$ cat config.mk
export PLATFORM = sky130hd
export DESIGN_NAME = cpld_bus_cycle_tracker
export DESIGN_NICKNAME = d
export VERILOG_FILES = /design/src/rtl/cpld_bus_pkg.sv /design/src/rtl/cpld_cyc_wdog.sv /design/src/rtl/cpld_bus_cycle_tracker.sv
export SDC_FILE = /design/constraint.sdc
export NUM_CORES = 1
export LEC_CHECK = 0
export ABC_AREA = 1
export BUFFER_PORTS_ARGS = -buffer_cell sky130_fd_sc_hd__buf_2
export CAP_MARGIN = 40
export CELL_PAD_IN_SITES_DETAIL_PLACEMENT = 2
export CELL_PAD_IN_SITES_GLOBAL_PLACEMENT = 2
export CORE_ASPECT_RATIO = 1.1
export CORE_MARGIN = 8
export CORE_UTILIZATION = 32
export CTS_BUF_LIST = sky130_fd_sc_hd__clkbuf_16
export CTS_CLUSTER_DIAMETER = 60
export CTS_CLUSTER_SIZE = 30
export DETAILED_ROUTE_END_ITERATION = 12
export PLACE_DENSITY = 0.86
export REMOVE_ABC_BUFFERS = 1
export SLEW_MARGIN = 20
export SYNTH_ARGS = -nofsm -noshare
export SYNTH_HDL_FRONTEND = slang
export SYNTH_SLANG_ARGS = --single-unit
$ cat constraint.sdc
create_clock -name clk -period 1.7 [get_ports clk]
set_clock_uncertainty 0.2 [all_clocks]
set_input_delay 0 -clock clk [delete_from_list [all_inputs] [get_ports clk]]
set_output_delay 0 -clock clk [all_outputs]
set_load 0.05 [all_outputs]
$ cat src/rtl/cpld_bus_pkg.sv
// Shared definitions for the CPC Z80 bus cycle tracker: FSM encoding,
// RAM-configuration decode constants and the watchdog counter width.
package cpld_bus_pkg;

    typedef enum logic [2:0] {
        ST_IDLE  = 3'd0,
        ST_MEM   = 3'd1,
        ST_RFSH  = 3'd2,
        ST_IOWR  = 3'd3,
        ST_IOOTH = 3'd4
    } cyc_state_e;

    localparam int unsigned WDOG_CNT_W  = 4;
    localparam int unsigned RAMBLK_W    = 6;
    localparam logic [1:0]  RAMCFG_SEL  = 2'b11;
    localparam logic [7:0]  RAMCFG_PORT = 8'h7F;

    // Only A15 is routed to the CPLD; the 0x7F port lives in the A15-low half.
    function automatic logic is_ramcfg_port(input logic a15);
        return a15 == RAMCFG_PORT[7];
    endfunction

endpackage

$ cat src/rtl/cpld_cyc_wdog.sv
// Bus-cycle watchdog: counts clocks of a non-idle cycle (entry clock included)
// and flags the clock on which the count reaches WDOG_MAX.
module cpld_cyc_wdog
    import cpld_bus_pkg::*;
#(
    parameter int unsigned WDOG_MAX = 15
) (
    input  logic clk,
    input  logic reset_b,
    input  logic run,
    input  logic start,
    output logic expire_c
);

    logic [WDOG_CNT_W-1:0] cnt;

    assign expire_c = run && (cnt == WDOG_CNT_W'(WDOG_MAX - 1));

    // Entry loads 1 so the count equals clocks sampled since the cycle began.
    always_ff @(posedge clk or negedge reset_b) begin
        if (!reset_b) begin
            cnt <= '0;
        end else if (expire_c) begin
            cnt <= '0;
        end else if (run) begin
            cnt <= cnt + WDOG_CNT_W'(1);
        end else if (start) begin
            cnt <= WDOG_CNT_W'(1);
        end else begin
            cnt <= '0;
        end
    end

endmodule

$ cat src/rtl/cpld_bus_cycle_tracker.sv
// Tracks Z80 bus cycles on the CPC bus: flags memory read/write cycles and
// commits gate-array RAM configuration writes to the RAM mapper.
module cpld_bus_cycle_tracker
    import cpld_bus_pkg::*;
#(
    parameter int unsigned WDOG_MAX = 15
) (
    input  logic                clk,
    input  logic                reset_b,
    input  logic                mreq_b,
    input  logic                iorq_b,
    input  logic                rd_b,
    input  logic                wr_b,
    input  logic                rfsh_b,
    input  logic                adr15,
    input  logic                adr14,
    input  logic [7:0]          data,
    output logic                mwr_cyc,
    output logic                mrd_cyc,
    output logic [1:0]          adr_hi_q,
    output logic [RAMBLK_W-1:0] ramblock,
    output logic                ramblock_upd,
    output logic                cyc_err
);

    cyc_state_e state;
    cyc_state_e nxt;

    logic [RAMBLK_W-1:0] pending;
    logic [RAMBLK_W-1:0] pending_d;
    logic [RAMBLK_W-1:0] ramblock_d;
    logic [1:0]          adr_hi_d;
    logic                mwr_d;
    logic                mrd_d;
    logic                upd_d;
    logic                err_d;

    logic busy;
    logic start;
    logic cfg_wr;
    logic expire_c;

    assign busy   = (state != ST_IDLE);
    assign start  = !busy && (!mreq_b || !iorq_b);
    assign cfg_wr = !wr_b && is_ramcfg_port(adr15) && (data[7:6] == RAMCFG_SEL);

    cpld_cyc_wdog #(
        .WDOG_MAX (WDOG_MAX)
    ) u_wdog (
        .clk      (clk),
        .reset_b  (reset_b),
        .run      (busy),
        .start    (start),
        .expire_c (expire_c)
    );

    always_ff @(posedge clk or negedge reset_b) begin
        if (!reset_b) begin
            state <= ST_IDLE;
        end else begin
            state <= nxt;
        end
    end

    // Next state; a watchdog expiry overrides every other transition.
    always_comb begin
        nxt = state;
        if (expire_c) begin
            nxt = ST_IDLE;
        end else begin
            case (state)
                ST_IDLE: begin
                    if (!mreq_b) begin
                        nxt = rfsh_b ? ST_MEM : ST_RFSH;
                    end else if (!iorq_b) begin
                        nxt = cfg_wr ? ST_IOWR : ST_IOOTH;
                    end
                end
                ST_MEM, ST_RFSH: begin
                    if (mreq_b) begin
                        nxt = ST_IDLE;
                    end
                end
                ST_IOWR, ST_IOOTH: begin
                    if (iorq_b) begin
                        nxt = ST_IDLE;
                    end
                end
                default: nxt = ST_IDLE;
            endcase
        end
    end

    // Next values of the registered outputs and the pending bank register.
    always_comb begin
        mwr_d      = mwr_cyc;
        mrd_d      = mrd_cyc;
        adr_hi_d   = adr_hi_q;
        ramblock_d = ramblock;
        pending_d  = pending;
        upd_d      = 1'b0;
        err_d      = cyc_err;
        if (expire_c) begin
            mwr_d     = 1'b0;
            mrd_d     = 1'b0;
            pending_d = '0;
            err_d     = 1'b1;
        end else begin
            case (state)
                ST_IDLE: begin
                    if (!mreq_b) begin
                        if (rfsh_b) begin
                            adr_hi_d = {adr15, adr14};
                            mwr_d    = rd_b;
                            mrd_d    = !rd_b;
                        end
                        if (!iorq_b) begin
                            err_d = 1'b1;
                        end
                    end else if (!iorq_b && cfg_wr) begin
                        pending_d = data[5:0];
                    end
                end
                ST_MEM, ST_RFSH: begin
                    if (mreq_b) begin
                        mwr_d = 1'b0;
                        mrd_d = 1'b0;
                    end
                end
                ST_IOWR: begin
                    if (iorq_b) begin
                        ramblock_d = pending;
                        upd_d      = 1'b1;
                    end else if (!wr_b) begin
                        pending_d = data[5:0];
                    end
                end
                default: begin
                end
            endcase
        end
    end

    always_ff @(posedge clk or negedge reset_b) begin
        if (!reset_b) begin
            mwr_cyc      <= 1'b0;
            mrd_cyc      <= 1'b0;
            adr_hi_q     <= 2'b00;
            ramblock     <= '0;
            ramblock_upd <= 1'b0;
            cyc_err      <= 1'b0;
            pending      <= '0;
        end else begin
            mwr_cyc      <= mwr_d;
            mrd_cyc      <= mrd_d;
            adr_hi_q     <= adr_hi_d;
            ramblock     <= ramblock_d;
            ramblock_upd <= upd_d;
            cyc_err      <= err_d;
            pending      <= pending_d;
        end
    end

endmodule

==> metrics.md, run 1 <==
| Metric | Value |
|---|---|
| Reg2Reg Depth | `7` |
| Slew Viols, Final | `0` |
| Final Util | `a little over two fifths` |
| Highest routing layer actually used | `met4` |
| Total gr overflow | `0` |
| Max VDD drop | `between 700 and 800 µV` |
| Ant. Diodes | `0` |
| Post-DRT Antenna Nets | `0` |
| XOR/XNOR share of the synthesized area | `0.595%` |
| Max incr delay on CP | `~0.44 ns` |
| Syn_area_per_cell | `8.32 µm²` |
| Final Critical Period | `between 1.5 and 2 ns` |
| Vias post-DR | `around 1400` |
| Post-synth EDFFs | `0` |
| Die width | `between 80 and 90 µm` |
| Cell area power density | `1720 nW/µm²` |
| WS Path Type | `flop to flop` |
| Detail Route met2 WL | `2580 µm` |
| Hold Crit Start | `rfsh_b` |
| Dominant synthesized flop cell | `dfrtp_1` |
| Hold Vio Cnt, Final | `0` |
| Fin cells | `between 200 and 300` |
| P_leak | `1.05 nW` |
| CORE AREA | `~4600 µm²` |
| Max Root-Sink Buffers | `2` |
| Pwr Total | `about 3.4 mW` |
| Ys async rst share | `100%` |
| M1 wire length | `between 1500 and 2000 µm` |
| Warnings from Yosys | `0` |
| Slowest-stage cell, CP | `dfrtp_2` |
| Reg2Reg Setup Slack | `about 0.028 ns` |
| Metal3 WL | `between 150 and 200 µm` |
| TNS Setup | `0 ns` |
| Largest net degree at the start of global routing | `26` |
| Critical Path Source | `state[0]` |
| Largest family of logic cells by synthesized area | `simple AND/OR/NAND/NOR gates` |
| Clk sink count | `25` |
| CP Launch Type | `flop` |
| Detail Placement HPWL | `~3300 µm` |
| Initial core utilization | `between 30% and 40%` |
| Dpl cells | `around 260` |
| Std cell rows | `26` |
| Area share of and/or/nand/nor cells after synthesis | `between 30% and 40%` |
| Initial drt markers | `21` |
| Mux share of post-synthesis cell area | `0%` |
| Synth unique cells | `23` |
| Worst min path class | `input port to flop` |
| CP cell instances | `buf_4, nand2_1, nand2_1, nor2_1, nand3_4, nand4_1, nand2_1` |
| Port buffer count | `28` |
| Worst Path Required | `approximately 1.7 ns` |
| Sequential-to-total area share from yosys stat | `between 40% and 50%` |
| I/O Pins | `29` |
| Root buf cell | `clkbuf_16` |
| First-pass GRT wire length | `~7400 µm` |
| CP Data Arrival Time | `1.62 ns` |
| Routed len/inst | `16.2 µm` |
| Area fraction of the dominant cell type after synthesis | `between 40% and 50%` |
| Worst setup EP type | `flop` |
| F_max | `about 0.60 GHz` |
| Max-cap violations | `0` |
| Max-slew headroom | `between 60% and 70%` |
| Synth Area in Compound Gates | `a little under a tenth` |
| CP dominant cell by count | `nand2_1` |
| Post-Syn Area | `about 1500 µm²` |
| Commonest cells after routing, fill and taps aside | `nand2_1 (37), buf_2 (28), inv_1 (25), dfrtp_1 (23), nor2_1 (21)` |
| Setup violators final | `0` |
| Total CTS buffers | `3` |
| CP max FO | `7` |
| Hold_ws | `0.0293 ns` |
| Gr usage total | `13.3%` |
| Reg2Reg Capture Point | `state[0]` |
| Reg2reg start | `state[0]` |
| Period Utilization, post-route | `98.3%` |
| Die area | `between 7000 and 8000 µm²` |
| Crit-path leading delay family | `simple AND/OR/NAND/NOR gates` |
| Initial antenna violation count | `0` |
| Top post-synthesis cells by area | `dfrtp_1 (42%), nand2_1 (9.9%), inv_1 (6.4%)` |
| Drc violations | `0` |
| Leading cell type in the layout, fill and taps excluded | `nand2_1` |
| Hold Path Sink | `state[0]` |
| Final Wtd Congestion | `~0.77` |
| Adder-cell area share of the yosys netlist | `around 1.7%` |
| CTS H-tree depth | `1` |
| #FFs+latches synth | `25` |
| RSZ-0062 raised after global routing | `yes` |
| Hold Crit Depth | `5` |
| Clk_lat worst skew | `roughly 0.26 ns` |
| Worst-Margin Slew | `between 0.5 and 0.6 ns` |
| Leading area contributor after synthesis | `dfrtp_1` |
| Clk slew on worst S/H paths | `around 0.070 ns` |
| Final WL | `~4600 µm` |
| Via density per instance | `about 4.8` |
| Layout cells sized above 1 | `34.2%` |
| Vias in the first global route | `1526` |
| CP Buf/Inv Count | `1` |
| Status | `finished clean` |
| Layout area overhead | `35.3%` |
| TritonCTS clock tree | `done` |
| Die span in y | `between 80 and 90 µm` |
| Post-Syn Instances | `177` |
| Fin nets | `between 200 and 250` |
| Pre-antenna DRT Iters | `4` |
metrics by stage:
stage / setup WS [ns] / area [µm²]
after floorplan: 0.0817 / 1450
after global placement: 0.0506 / 1690
after detailed placement: -0.0210 / 1690
after CTS: 0.00671 / 1910
after global routing: -0.0835 / 1990
final: 0.0282 / 1990
cell families after synthesis:
group / Yosys count
AO/OA/AOI/OAI: 19
AND/OR/NAND/NOR: 99
adder cells (fa/ha/maj): 2
XOR/XNOR: 1
buffers and inverters: 31
flip-flops: 25
cells in the mapped netlist (4+ instances only):
cell type  number
o21bai_1        6
nor2_1         21
nand2_2         4
inv_1          25
nand3_1        15
dfrtp_1        25
nand2_1        39
nand2_8         4
nor2_4          4
o21ai_0         5
o21ai_2         6
nand4_1         5
report_power, final:
group          internal [mW]  switching [mW]  leakage, nW
clock network          0.315           0.218       0.0423
logic                  0.633            1.27        0.697
registers              0.833           0.158        0.314
metal layers:
| metal | vias up | GRT usage (%) |
|---|---|---|
| met2 | 26 | 25.0 |
| met3 | 6 | 2.07 |
| met4 | 0 | 4.07 |
| met1 | 667 | 14.7 |
| met5 | - | 0 |
| li1 | 656 | - |
worst register-to-register path, stage by stage, from the launching register on:
cell and delay [ns]:
dfrtp_2 0.44, buf_4 0.16, nand2_1 0.11, nand2_1 0.07, nor2_1 0.21, nand3_4 0.16, nand4_1 0.16, nand2_1 0.06
state kept, by name (all words and copies together), names as in the netlist:
name          count
pending           6
ramblock          6
u_wdog.cnt        4
state             3
adr_hi_q          2
cyc_err           1
mrd_cyc           1
mwr_cyc           1
ramblock_upd      1
area by class of cell:
cell class	count	area, µm²
Timing Repair Buffer	49	340
Tap cell	56	70.1
Fill cell	515	2560
Clock inverter	1	3.75
Multi-Input combinational cell	121	759
Sequential cell	25	628
Inverter	29	116
Clock buffer	3	75.1
how the worst max path moves through the flow:
stage | endpoint | slack [ns] | cells past startpoint
floorplan | pending[0] | 0.08 | 9
global placement | pending[2] | 0.05 | 9
detailed placement | pending[3] | -0.02 | 9
CTS | pending[3] | 0.007 | 7
global route | mrd_cyc | -0.08 | 8
finish | state[0] | 0.03 | 7
what timing repair did:
item / 4_1_cts / 5_1_grt
setup buffers: 3 / 3
hold buffers: 12 / 0
gates resized for setup: 2 / 12
pin swaps: 4 / 10
endpoints found under the setup margin: 9 / 17
hold endpoints to repair: 36 / 0
(Power assumes the default switching activity.)
==> run 2: changes to the inputs <==
RECOVER_POWER = 100   (was unset)
==> run 2 against run 1 <==
- critical path type unchanged
- register-to-register slack about the same
- setup slack is essentially flat
- total power is 0.76% lower
- global-route usage is the same
- wire length up 0.15%
- maximum frequency about the same
- hold slack stayed put
- cell count is the same
- combinational power barely moved
==> metrics.md, run 2 (synthesis results as in run 1) <==
| Metric | Value |
|---|---|
| Max-cap violations | `0 (unchanged)` |
| Clk sink count | `25 (unchanged)` |
| WS Path Type | `flop to flop (unchanged)` |
| Port buffer count | `28 (unchanged)` |
| F_max | `0.598 GHz (about the same)` |
| Final WL | `4610 µm (was 4600 µm)` |
| Vias in the first global route | `1526 (unchanged)` |
| Final Critical Period | `1.67 ns (about the same)` |
| Reg area | `628 µm² (unchanged)` |
| Vias post-DR | `1357 (was 1355)` |
| First-pass GRT wire length | `7400 µm (unchanged)` |
| Total CTS buffers | `3 (unchanged)` |
| Clk_lat worst skew | `0.26 ns (about the same)` |
| Slowest-stage cell, CP | `dfrtp_2 (unchanged)` |
| CTS H-tree depth | `1 (unchanged)` |
| Worst-Margin Slew | `0.641 ns (was 0.576 ns)` |
| Slew Viols, Final | `0 (unchanged)` |
| CP cell instances | `buf_4, nand2_1, nand2_1, nor2_1, nand3_4, nand4_1, nand2_1 (unchanged)` |
| Max VDD drop | `688 µV (was 702 µV)` |
| Area of the multi-input gates | `759 µm² (unchanged)` |
| Worst setup EP type | `flop (unchanged)` |
| Routed len/inst | `16.2 µm (about the same)` |
| Layout area overhead | `34.3% (was 35.3%)` |
| Max Root-Sink Buffers | `2 (unchanged)` |
| Gr usage total | `13.3% (unchanged)` |
| Drc violations | `0 (unchanged)` |
| Largest net degree at the start of global routing | `26 (unchanged)` |
| Cell area power density | `1720 nW/µm² (about the same)` |
| RSZ-0062 raised after global routing | `yes (unchanged)` |
| Via density per instance | `4.78 (was 4.77)` |
| Setup violators final | `0 (unchanged)` |
| Die span in y | `87.2 µm (unchanged)` |
| Largest regs | `pending x6, ramblock x6, u_wdog.cnt x4 (unchanged)` |
| Hold Vio Cnt, Final | `0 (unchanged)` |
| CP Buf/Inv Count | `1 (unchanged)` |
| Die width | `80.7 µm (unchanged)` |
| Worst Path Required | `1.65 ns (about the same)` |
| Period Utilization, post-route | `98.4% (was 98.3%)` |
| I/O Pins | `29 (unchanged)` |
| Fin area | `1980 µm² (was 1990 µm²)` |
| Final Util | `43.4% (was 43.8%)` |
| Pre-antenna DRT Iters | `4 (unchanged)` |
| Ant. Diodes | `0 (unchanged)` |
| Commonest cells after routing, fill and taps aside | `nand2_1 (37), inv_1 (25), dfrtp_1 (23), nor2_1 (21), buf_2 (15) (was nand2_1 (37), buf_2 (28), inv_1 (25), dfrtp_1 (23), nor2_1 (21))` |
| CP Launch Type | `flop (unchanged)` |
| CP Data Arrival Time | `1.62 ns (about the same)` |
| Clk slew on worst S/H paths | `0.07 ns (about the same)` |
| P_leak | `1.01 nW (was 1.05 nW)` |
| Worst min path class | `input port to flop (unchanged)` |
| Dpl cell area | `1690 µm² (unchanged)` |
| CORE AREA | `4550 µm² (unchanged)` |
| Detail Placement HPWL | `3320 µm (unchanged)` |
| Root buf cell | `clkbuf_16 (unchanged)` |
| Max incr delay on CP | `0.44 ns (about the same)` |
| TritonCTS clock tree | `done (unchanged)` |
| Die area | `7030 µm² (unchanged)` |
| Fin nets | `248 (unchanged)` |
| Final Wtd Congestion | `0.775 (unchanged)` |
| Initial antenna violation count | `0 (unchanged)` |
| CP max FO | `7 (unchanged)` |
| Fillers | `521 (was 515)` |
| Max-slew headroom | `57.3% (was 61.6%)` |
| CP dominant cell by count | `nand2_1 (unchanged)` |
| Hold_ws | `0.0293 ns (unchanged)` |
| Post-DRT Antenna Nets | `0 (unchanged)` |
| Initial drt markers | `20 (was 21)` |
| Total gr overflow | `0 (unchanged)` |
| Status | `finished clean (unchanged)` |
| Layout cells sized above 1 | `28.9% (was 34.2%)` |
| Leading cell type in the layout, fill and taps excluded | `nand2_1 (unchanged)` |
| Std cell rows | `26 (unchanged)` |
| Initial core utilization | `32.3% (unchanged)` |
| Crit-path leading delay family | `simple AND/OR/NAND/NOR gates (unchanged)` |
run 2: changes by cell type in the layout (fill, tap and decap cells not counted), sizes merged:
cell    previous run  this run
buf               37        24
clkbuf             3        16
run 2: worst reg2reg max path, cell delays in order (launching register included):
cell,delay [ns]
dfrtp_2,0.44
buf_4,0.16
nand2_1,0.11
nand2_1,0.07
nor2_1,0.21
nand3_4,0.16
nand4_1,0.16
nand2_1,0.06
run 2: worst paths after layout:
path                              from           end  slack (ns)  cells past startpoint
hold / removal                  rfsh_b      state[0]        0.03                      5
hold reg to reg            ramblock[2]   ramblock[2]        0.29                      2
max in group asynchronous      reset_b      state[1]        0.75                      2
setup / recovery              state[0]      state[0]        0.03                      7
min in group asynchronous      reset_b  ramblock_upd        0.09                      2
setup reg to reg              state[0]      state[0]        0.03                      7
run 2: metrics by stage:
stage	cells	power [mW]	TNS, ns	setup slack, ns
after detailed placement	262	2.71	-0.0788	-0.0210
after global routing	284	3.66	-0.433	-0.0835
after CTS	281	3.29	0	0.00671
final	284	3.40	0	0.0279
after global placement	262	2.62	0	0.0506
after floorplan	175	2.26	0	0.0817
run 2: cell type report:
class | count | share of cell area, %
multi-input combinational | 121 | 38.4
sequential | 25 | 31.8
timing repair buffer | 49 | 16.4
inverter | 29 | 5.88
clock buffer | 3 | 3.80
tap | 56 | 3.54
clock inverter | 1 | 0.190
run 2: where the power goes:
| group | switching [mW] | internal, mW | total, mW | leakage, nW |
|---|---|---|---|---|
| Clock | 0.218 | 0.315 | 0.533 | 0.0423 |
| Sequential | 0.161 | 0.834 | 0.995 | 0.314 |
| Combinational | 1.28 | 0.602 | 1.88 | 0.656 |
| Total | 1.65 | 1.75 | 3.40 | 1.01 |
run 2: metal layers:
| layer | GRT usage, % | routed length, µm | vias up |
|---|---|---|---|
| met5 | 0 | 0 | - |
| met4 | 4.07 | 56 | 0 |
| met3 | 2.07 | 156 | 6 |
| met2 | 25.0 | 2580 | 26 |
| met1 | 14.7 | 1820 | 668 |
| li1 | - | - | 657 |
run 2: what timing repair did:
| item | 4_1_cts | 5_1_grt |
|---|---|---|
| hold buffers | 12 | 0 |
| endpoints found under the hold margin | 36 | 0 |
| gates resized for setup | 2 | 12 |
| setup buffers | 3 | 3 |
| setup endpoints to repair | 9 | 17 |
| pin swaps | 4 | 10 |
